## src/rtl/to_upper_arbiter.sv

```systemverilog
`default_nettype none
// ============================================================================
//  Module      : to_upper_arbiter
//  Description : Shares one lowercase-to-uppercase byte converter between two
//                valid/ready string requesters. Whole strings (terminated by
//                a `last` byte) are granted round-robin. The converted bytes
//                leave on one registered output stream tagged with the
//                requester ID. Per-requester saturating counters track how
//                many letters were converted.
//  Revision    : 1.0 - initial release
// ----------------------------------------------------------------------------
//  Parameters
//    CNT_W       width of each converted-letter counter (default 16)
//  Ports
//    clk         sole clock, rising edge
//    rst_n       asynchronous active-low reset
//    reqN_valid  requester N byte available (N = 0, 1)
//    reqN_data   requester N byte
//    reqN_last   requester N byte ends its string
//    reqN_ready  requester N byte accepted this cycle when valid is high
//    out_valid   output byte available
//    out_data    converted byte
//    out_id      requester that supplied out_data
//    out_last    out_data ends its string
//    out_ready   downstream accepts the output byte
//    cnt0/cnt1   lowercase letters converted, per requester (saturating)
//    busy        arbiter is holding a grant (state not IDLE)
// ============================================================================
module to_upper_arbiter #(
  parameter int CNT_W = 16
) (
  input  logic             clk,
  input  logic             rst_n,
  input  logic             req0_valid,
  input  logic [7:0]       req0_data,
  input  logic             req0_last,
  output logic             req0_ready,
  input  logic             req1_valid,
  input  logic [7:0]       req1_data,
  input  logic             req1_last,
  output logic             req1_ready,
  output logic             out_valid,
  output logic [7:0]       out_data,
  output logic             out_id,
  output logic             out_last,
  input  logic             out_ready,
  output logic [CNT_W-1:0] cnt0,
  output logic [CNT_W-1:0] cnt1,
  output logic             busy
);

  // --------------------------------------------------------------------------
  // Constants
  // --------------------------------------------------------------------------
  localparam logic [7:0]       c_lower_a  = 8'h61;
  localparam logic [7:0]       c_lower_z  = 8'h7A;
  localparam logic [7:0]       c_case_off = 8'h20;
  localparam logic [CNT_W-1:0] c_cnt_max  = {CNT_W{1'b1}};

  // --------------------------------------------------------------------------
  // State encoding
  // --------------------------------------------------------------------------
  typedef enum logic [1:0] {
    S_IDLE = 2'd0,
    S_GNT0 = 2'd1,
    S_GNT1 = 2'd2
  } state_t;

  state_t r_state;
  state_t w_state_nxt;

  // Requester that was served last; the other one wins a tie in IDLE.
  logic   r_ptr;
  logic   w_ptr_nxt;

  // --------------------------------------------------------------------------
  // Conversion helpers
  // --------------------------------------------------------------------------
  function automatic logic is_lower(input logic [7:0] b);
    return (b >= c_lower_a) && (b <= c_lower_z);
  endfunction

  function automatic logic [7:0] to_upper(input logic [7:0] b);
    return is_lower(b) ? (b - c_case_off) : b;
  endfunction

  // --------------------------------------------------------------------------
  // Requester-side vectors, indexed by requester ID
  // --------------------------------------------------------------------------
  logic [1:0] w_valid;
  logic [1:0] w_last;
  logic [1:0] w_ready;
  logic [1:0] w_accept;
  logic [1:0] w_lower;
  logic [7:0] w_data [2];

  assign w_valid   = {req1_valid, req0_valid};
  assign w_last    = {req1_last,  req0_last};
  assign w_data[0] = req0_data;
  assign w_data[1] = req1_data;
  assign w_lower   = {is_lower(req1_data), is_lower(req0_data)};

  // The output register can take a new byte when it is empty or is being
  // drained this very cycle.
  logic w_out_free;
  assign w_out_free = !out_valid || out_ready;

  // Only the granted requester ever sees ready; IDLE grants nothing.
  always_comb begin
    w_ready = 2'b00;
    case (r_state)
      S_GNT0:  w_ready[0] = w_out_free;
      S_GNT1:  w_ready[1] = w_out_free;
      default: w_ready    = 2'b00;
    endcase
  end

  assign w_accept   = w_valid & w_ready;
  assign req0_ready = w_ready[0];
  assign req1_ready = w_ready[1];

  // At most one bit of w_accept can be set, so the granted requester picks
  // the byte that goes into the output register.
  logic       w_any_accept;
  logic       w_sel;
  logic [7:0] w_sel_data;
  logic       w_sel_last;

  assign w_any_accept = |w_accept;
  assign w_sel        = (r_state == S_GNT1);
  assign w_sel_data   = w_sel ? w_data[1] : w_data[0];
  assign w_sel_last   = w_sel ? w_last[1] : w_last[0];

  // --------------------------------------------------------------------------
  // Arbitration state machine
  // --------------------------------------------------------------------------
  always_ff @(posedge clk or negedge rst_n) begin
    if (!rst_n) begin
      r_state <= S_IDLE;
      r_ptr   <= 1'b1;
    end else begin
      r_state <= w_state_nxt;
      r_ptr   <= w_ptr_nxt;
    end
  end

  always_comb begin
    w_state_nxt = r_state;
    w_ptr_nxt   = r_ptr;
    case (r_state)
      S_IDLE: begin
        if (w_valid[0] && w_valid[1]) begin
          // Tie: the requester not served last goes first.
          w_state_nxt = r_ptr ? S_GNT0 : S_GNT1;
        end else if (w_valid[0]) begin
          w_state_nxt = S_GNT0;
        end else if (w_valid[1]) begin
          w_state_nxt = S_GNT1;
        end
      end
      S_GNT0: begin
        // A grant is held until the last byte is taken, even if valid
        // drops in the middle of the string.
        if (w_accept[0] && w_last[0]) begin
          w_state_nxt = S_IDLE;
          w_ptr_nxt   = 1'b0;
        end
      end
      S_GNT1: begin
        if (w_accept[1] && w_last[1]) begin
          w_state_nxt = S_IDLE;
          w_ptr_nxt   = 1'b1;
        end
      end
      default: begin
        w_state_nxt = S_IDLE;
      end
    endcase
  end

  assign busy = (r_state != S_IDLE);

  // --------------------------------------------------------------------------
  // Output register
  // --------------------------------------------------------------------------
  // A new accept takes priority over the drain, so a simultaneous output
  // handshake and accept reloads the register and keeps out_valid high.
  always_ff @(posedge clk or negedge rst_n) begin
    if (!rst_n) begin
      out_valid <= 1'b0;
      out_data  <= 8'h00;
      out_id    <= 1'b0;
      out_last  <= 1'b0;
    end else if (w_any_accept) begin
      out_valid <= 1'b1;
      out_data  <= to_upper(w_sel_data);
      out_id    <= w_sel;
      out_last  <= w_sel_last;
    end else if (out_ready) begin
      out_valid <= 1'b0;
    end
  end

  // --------------------------------------------------------------------------
  // Per-requester saturating letter counters
  // --------------------------------------------------------------------------
  logic [1:0][CNT_W-1:0] w_cnt;

  generate
    for (genvar gi = 0; gi < 2; gi++) begin : g_cnt
      logic [CNT_W-1:0] r_cnt;

      always_ff @(posedge clk or negedge rst_n) begin
        if (!rst_n) begin
          r_cnt <= '0;
        end else if (w_accept[gi] && w_lower[gi] && (r_cnt != c_cnt_max)) begin
          r_cnt <= r_cnt + 1'b1;
        end
      end

      assign w_cnt[gi] = r_cnt;
    end
  endgenerate

  assign cnt0 = w_cnt[0];
  assign cnt1 = w_cnt[1];

endmodule
`default_nettype wire

```

## config.mk

```make
export PLATFORM = sky130hd
export DESIGN_NAME = to_upper_arbiter
export DESIGN_NICKNAME = d
export VERILOG_FILES = /design/src/rtl/to_upper_arbiter.sv
export SDC_FILE = /design/constraint.sdc
export NUM_CORES = 1
export LEC_CHECK = 0
export ABC_AREA = 0
export CORE_MARGIN = 10
export CORE_UTILIZATION = 45
export CTS_CLUSTER_SIZE = 8
export DETAILED_ROUTE_END_ITERATION = 8
export PLACE_DENSITY = 0.86
export SETUP_SLACK_MARGIN = 0.5
export SYNTH_ARGS = -nofsm -noshare
export SYNTH_HDL_FRONTEND = slang
export SYNTH_SLANG_ARGS = --single-unit
```

## constraint.sdc

```tcl
create_clock -name clk -period 2.95 [get_ports clk]
set_input_delay 0.59 -clock clk [delete_from_list [all_inputs] [get_ports clk]]
set_output_delay 0.59 -clock clk [all_outputs]
set_load 0.01 [all_outputs]
```

==> key figures, run 1 <==
STA
  – Fin crit share: 0.820
  – Fmax: 413 MHz
  – Worst-Margin Slew: 0.967 ns
  – Setup TNS: 0 ns
  – RSZ-0062 raised after global routing: true
  – Clock Skew: 0.00453 ns
  – Slew Limit Fails: 0
  – Slew headroom: 0.355
  – Final setup viols: 0
  – Fin crit period: 2.42 ns
  – Final hold vios: 0
  – Final hold slack: 0.445 ns

Logic synthesis
  – Post-synth ARST share: 1.00
  – Simple-Gate Fraction of Synth Area: 0.246
  – Synth area leader: dfrtp_1
  – Mapped Nets: 247
  – Share of the synthesized area in the top cell type: 0.495
  – Seq/Total Area, Yosys: 0.507
  – Post-synth EDFFs: 0
  – Synth Cell Area: 2270 µm²
  – Synth cell count leaders: 45 x dfrtp_1, 27 x nand2_1, 25 x xnor2_1, 16 x nand4_1, 16 x nor2_1
  – Ranking of synthesized cells by area: dfrtp_1 50%, xnor2_1 9.6%, nand2_1 4.5%
  – Library cells used by synthesis: 40
  – Mapped Cells: 221
  – Post-synthesis compound-gate area fraction: 0.0710
  – Syn Area/Cell: 10.3 µm²
  – Synth Area in XOR/XNOR: 0.104
  – Count leader, synth: dfrtp_1
  – Post-synthesis mux area share: 0.0330
  – Main combinational cell family by area after synthesis: simple AND/OR/NAND/NOR gates
  – Adder-cell share of the synthesized area: 0.0165
  – #FFs+latches synth: 46
  – Yosys synthesis warning count: 0
  – Synth Flop Type: dfrtp_1

Routing
  – Vias: 1882
  – Vias per inst: 5.24
  – Post-DRT Antenna Nets: 0
  – # DRC: 0
  – Drt wl/cell: 15.4 µm
  – Drt initial violations: 69
  – Drt first pass iters: 5
  – Total Routed Length: 5.52 mm

Worst setup path
  – CP top delay family: buffers and inverters
  – Crit-path slowest cell: clkdlybuf4s50_1
  – Buf+Inv Stages, Crit Path: 2
  – Worst EP required: 2.36 ns
  – Cell mode on critical path: clkdlybuf4s50_1
  – Startpoint types: input pin
  – Data arrival, critical path: 1.83 ns
  – Worst Path Class, Setup: input pin to primary output
  – Max Fanout on Critical Path: 6
  – Critical path's largest stage delay: 0.49 ns
  – Cell Chain, Critical Path: clkdlybuf4s50_1 -> nor2b_2 -> nor2_1 -> clkdlybuf4s50_1
  – Crit end category: primary output

Layout
  – Layout Utilization: 0.647
  – Fin area: 3120 µm²
  – Fin nets: 317
  – Layout cells sized above 1: 0.0719
  – ANT cells: 0
  – Layout area overhead: 37.0%

Power
  – Leak Pwr: 0.00132 µW
  – Maximum VDD drop: 535 µV
  – PwrDens: 637 nW/µm²
  – Pwr Total: 1990 µW

Global route
  – GRT Overall Usage: 0.131
  – GR Overflow Total: 0
  – Number of global-route vias before repair: 1844
  – First-pass GRT wire length: 9.07 mm
  – Initial antenna violation count: 0
  – Largest net degree at the start of global routing: 47

Clock network
  – Clock buffer depth: 2
  – Clock tree sinks: 46
  – Gates resized, CTS repair: 2
  – Clk Latency, worst-skew pair: 0.29 ns
  – TritonCTS clock tree: done
  – Clock root cell: clkbuf_8
  – Postcts setup bufs: 0
  – Hold buffers post-CTS: 0
  – Num CTS Buffers: 5
  – H-Tree Depth: 2
  – CTS clk-pin slew, worst paths: 0.08 ns

Hold path
  – Worst hold path type: input pin to asynchronous set/reset pin

Floorplan
  – DIE AREA: 8290 µm²
  – Die Wd: 91.1 µm
  – Initial Utilization: 0.472
  – # rows: 25
  – CORE AREA: 4820 µm²
  – Number of I/O pins: 69
  – Die Ht: 91.1 µm

Placed design
  – Placed Area: 3000 µm²
  – IO Port Bufs: 68
  – Detail Placement HPWL: 4.33 mm
  – Final RePlAce weighted congestion: 0.864

Job
  – Maxcap violations: 0

Status
  – Status: completed
placed cells by master, fill, tap and decap left out, types with 2 or more instances in the layout:
| cell | count |
|---|---|
| nor2b_1 | 3 |
| mux2i_1 | 3 |
| mux2_2 | 4 |
| o22ai_1 | 2 |
| and4_1 | 2 |
| dfrtp_1 | 45 |
| inv_1 | 3 |
| nand2_1 | 27 |
| or4_1 | 2 |
| a31oi_1 | 6 |
| nand3b_1 | 2 |
| ha_1 | 3 |
| nor3_1 | 5 |
| xor2_1 | 2 |
| clkbuf_8 | 8 |
| nand3_1 | 10 |
| a21oi_1 | 5 |
| nand2b_1 | 4 |
| xnor2_1 | 25 |
| o21ai_0 | 2 |
| clkdlybuf4s50_1 | 66 |
| nor2_1 | 16 |
| nand4_1 | 16 |
| and3_1 | 11 |
per-stage QoR:
step	setup WS [ns]	cells
after floorplan	0.936	221
after global placement	0.305	351
after detailed placement	0.295	351
after CTS	0.525	359
after global routing	0.472	359
final	0.531	359
path summary, 6_finish.rpt:
kind	start	endpoint	slack (ns)	depth (start not counted)
min	rst_n	out_data[0]	0.44	1
max in group asynchronous	rst_n	cnt0[14]	1.90	1
max reg2reg	r_state[0]	cnt1[1]	0.66	5
max	out_ready	req1_ready	0.53	4
min reg2reg	r_ptr	r_ptr	0.47	2
min in group clk	r_ptr	r_ptr	0.47	2
per-layer routing:
metal | wire length (µm) | up-vias | share of wire | global-route usage
li1 | - | 924 | - | -
met1 | 2320 | 888 | 0.42 | 0.146
met2 | 2730 | 59 | 0.49 | 0.224
met3 | 372 | 11 | 0.067 | 0.0453
met4 | 100 | 0 | 0.018 | 0.0483
met5 | 0 | - | 0 | 0
power by group:
part,switching (µW),internal [µW]
clock,198,237
sequential,98.6,754
combinational,324,374
total,621,1360
kinds of logic (layout without fill, tap and decap cells):
group	count (synthesis)	in the layout
multiplexers	7	7
flip-flops	46	46
AND/OR/NAND/NOR	107	107
AO/OA/AOI/OAI	22	22
XOR/XNOR	27	27
adder cells (fa/ha/maj)	3	3
buffers and inverters	9	80
cell type report:
type,count,area [µm²]
sequential,46,1150
multi-input combinational,166,1080
timing repair buffer,69,682
fill,429,1700
inverter,3,11.3
tap,67,83.8
clock buffer,8,110
worst reg2reg max path: stages (launching register included):
cell and delay [ns]:
dfrtp_1 0.44, and2b_1 0.42, nand3_1 0.13, or3_4 0.41, a41oi_4 0.40, mux2_2 0.39
state kept, by name, indices dropped and copies added, names as in the netlist:
signal,flops
cnt0,16
cnt1,16
out_data,8
r_state,2
out_id,1
out_last,1
out_valid,1
r_ptr,1
(Power assumes the default switching activity.)
==> inputs of run 2 (changes only) <==
CORE_UTILIZATION = 42   (was 45)
PLACE_DENSITY = 0.85   (was 0.86)
clock period = 2.19 ns   (was 2.95 ns; I/O delays follow)
==> run 2 against run 1 <==
Net effect: routed wire length rose by 30%; first-iteration DRC count fell by 10%; clock power rose by 44%; power rose by 62%; via count rose by 16%; clock skew rose by 0.0067 ns; core utilization rose by 10 points; critical path type is now flop to flop; largest cell class is now multi-input gates; highest routed layer unchanged.
==> key figures, run 2 (synthesized netlist as in run 1, its figures left out) <==
Global route
  – Number of global-route vias before repair: 2207
  – First-pass GRT wire length: 10.6 mm
  – Initial antenna violation count: 2
  – Largest net degree at the start of global routing: 47
  – GRT Overall Usage: 0.147
  – GR Overflow Total: 0

Clock network
  – H-Tree Depth: 2
  – CTS clk-pin slew, worst paths: 0.09 ns
  – Clock buffer depth: 2
  – Clock root cell: clkbuf_8
  – Num CTS Buffers: 5
  – TritonCTS clock tree: done
  – Clock tree sinks: 46
  – Clk Latency, worst-skew pair: 0.30 ns

Floorplan
  – DIE AREA: 8760 µm²
  – # rows: 26
  – Initial Utilization: 0.440
  – Die Wd: 93.6 µm
  – Number of I/O pins: 69
  – Die Ht: 93.6 µm
  – CORE AREA: 5170 µm²

Routing
  – Drt wl/cell: 17.4 µm
  – # DRC: 0
  – Vias: 2183
  – Drt first pass iters: 4
  – Drt initial violations: 62
  – Vias per inst: 5.29
  – Post-DRT Antenna Nets: 0
  – Total Routed Length: 7.18 mm

STA
  – Final hold vios: 0
  – Clock Skew: 0.0113 ns
  – Slew Limit Fails: 0
  – Worst-Margin Slew: 0.569 ns
  – Final setup viols: 0
  – Fmax: 517 MHz
  – Fin crit period: 1.93 ns
  – Slew headroom: 0.621
  – RSZ-0062 raised after global routing: true
  – Fin crit share: 0.883
  – Setup ws final: 0.256 ns

Placed design
  – Detail Placement HPWL: 4.52 mm
  – Placed Area: 3170 µm²
  – Final RePlAce weighted congestion: 0.803
  – Dpl ws: -0.239 ns
  – Placed cells: 372
  – IO Port Bufs: 68

Layout
  – Fin nets: 366
  – Fillers: 329
  – Layout area overhead: 70.3%
  – Fin area: 3870 µm²
  – Layout cells sized above 1: 0.381
  – Non-Filler Instances: 413
  – Commonest non-fill, non-tap cells in the layout: 40 x dfrtp_1, 34 x dlygate4sd2_1, 34 x buf_4, 21 x xnor2_1, 19 x nand2_1
  – Layout Utilization: 0.748
  – Commonest non-fill, non-tap cell in the layout: dfrtp_1

Worst setup path
  – Reg2reg setup slack: 0.26 ns
  – Worst EP required: 2.39 ns
  – Reg-to-Reg Start: r_state[0]
  – Worst Reg-to-Reg Cells: 8
  – Buf+Inv Stages, Crit Path: 2
  – Startpoint types: flop
  – Crit-path slowest cell: dfrtp_1
  – Critical path's largest stage delay: 0.40 ns
  – Data arrival, critical path: 2.13 ns
  – Crit end category: flop
  – CP top delay family: simple AND/OR/NAND/NOR gates
  – Worst Path Class, Setup: flop to flop
  – Cell Chain, Critical Path: and2b_1 -> nand3_2 -> or3_4 -> a41oi_4 -> buf_6 -> buf_12 -> nand4_1 -> xnor2_1
  – Worst R2R End: cnt1[10]
  – Max Fanout on Critical Path: 5

Power
  – PwrDens: 832 nW/µm²
  – Leak Pwr: 0.00200 µW
  – Maximum VDD drop: 589 µV

Job
  – Maxcap violations: 0

Hold path
  – Worst hold path type: input pin to asynchronous set/reset pin

Status
  – Status: completed
## run 2: timing repair
action | in CTS | in global routing
resized for setup | 105 | 70
hold buffers | 0 | 0
pin swaps | 21 | 35
endpoints found under the setup margin | 69 | 53
setup buffers | 16 | 13
endpoints found under the hold margin | 0 | 0
gates cloned | 2 | 0
## run 2: area by class of cell
class / count / area (µm²) / share of cell area
Multi-Input combinational cell: 167 / 1420 / 0.366
Clock buffer: 5 / 68.8 / 0.0178
Clock inverter: 3 / 40.0 / 0.0103
Timing Repair Buffer: 117 / 1080 / 0.280
Sequential cell: 46 / 1160 / 0.299
Antenna cell: 2 / 5.00 / 0.00129
Tap cell: 70 / 87.6 / 0.0226
Inverter: 3 / 11.3 / 0.00291
## run 2: worst max-delay path by stage
stage / from / end / cells after the start
after global routing: r_state[0] / cnt1[8] / 8
final: r_state[0] / cnt1[10] / 8
after floorplan: r_state[0] / cnt1[8] / 8
after detailed placement: req1_data[0] / cnt1[14] / 7
after CTS: r_state[0] / cnt1[11] / 8
after global placement: req1_data[4] / cnt1[14] / 7
## run 2: metal layers
metal / vias up / share of wire / track usage
li1: 1036 / - / -
met1: 1068 / 0.37 / 0.161
met2: 63 / 0.53 / 0.262
met3: 16 / 0.064 / 0.0528
met4: 0 / 0.030 / 0.0430
met5: - / 0 / 0
## run 2: report_power, final
group          leakage [µW]  switching [µW]  internal [µW]  total (µW)
clock network     0.0000579             290            336         626
registers          0.000599             127           1020        1140
logic               0.00135             642            808        1450
total               0.00200            1060           2160        3220
## run 2: through the flow
step                setup TNS (ns)  power (µW)  hold slack (ns)
finish                           0        3220            0.210
global route                     0        3410            0.251
detailed placement           -5.28        2190            0.475
CTS                              0        2940            0.241
floorplan                        0        1630            0.142
global placement             -3.45        2160            0.455
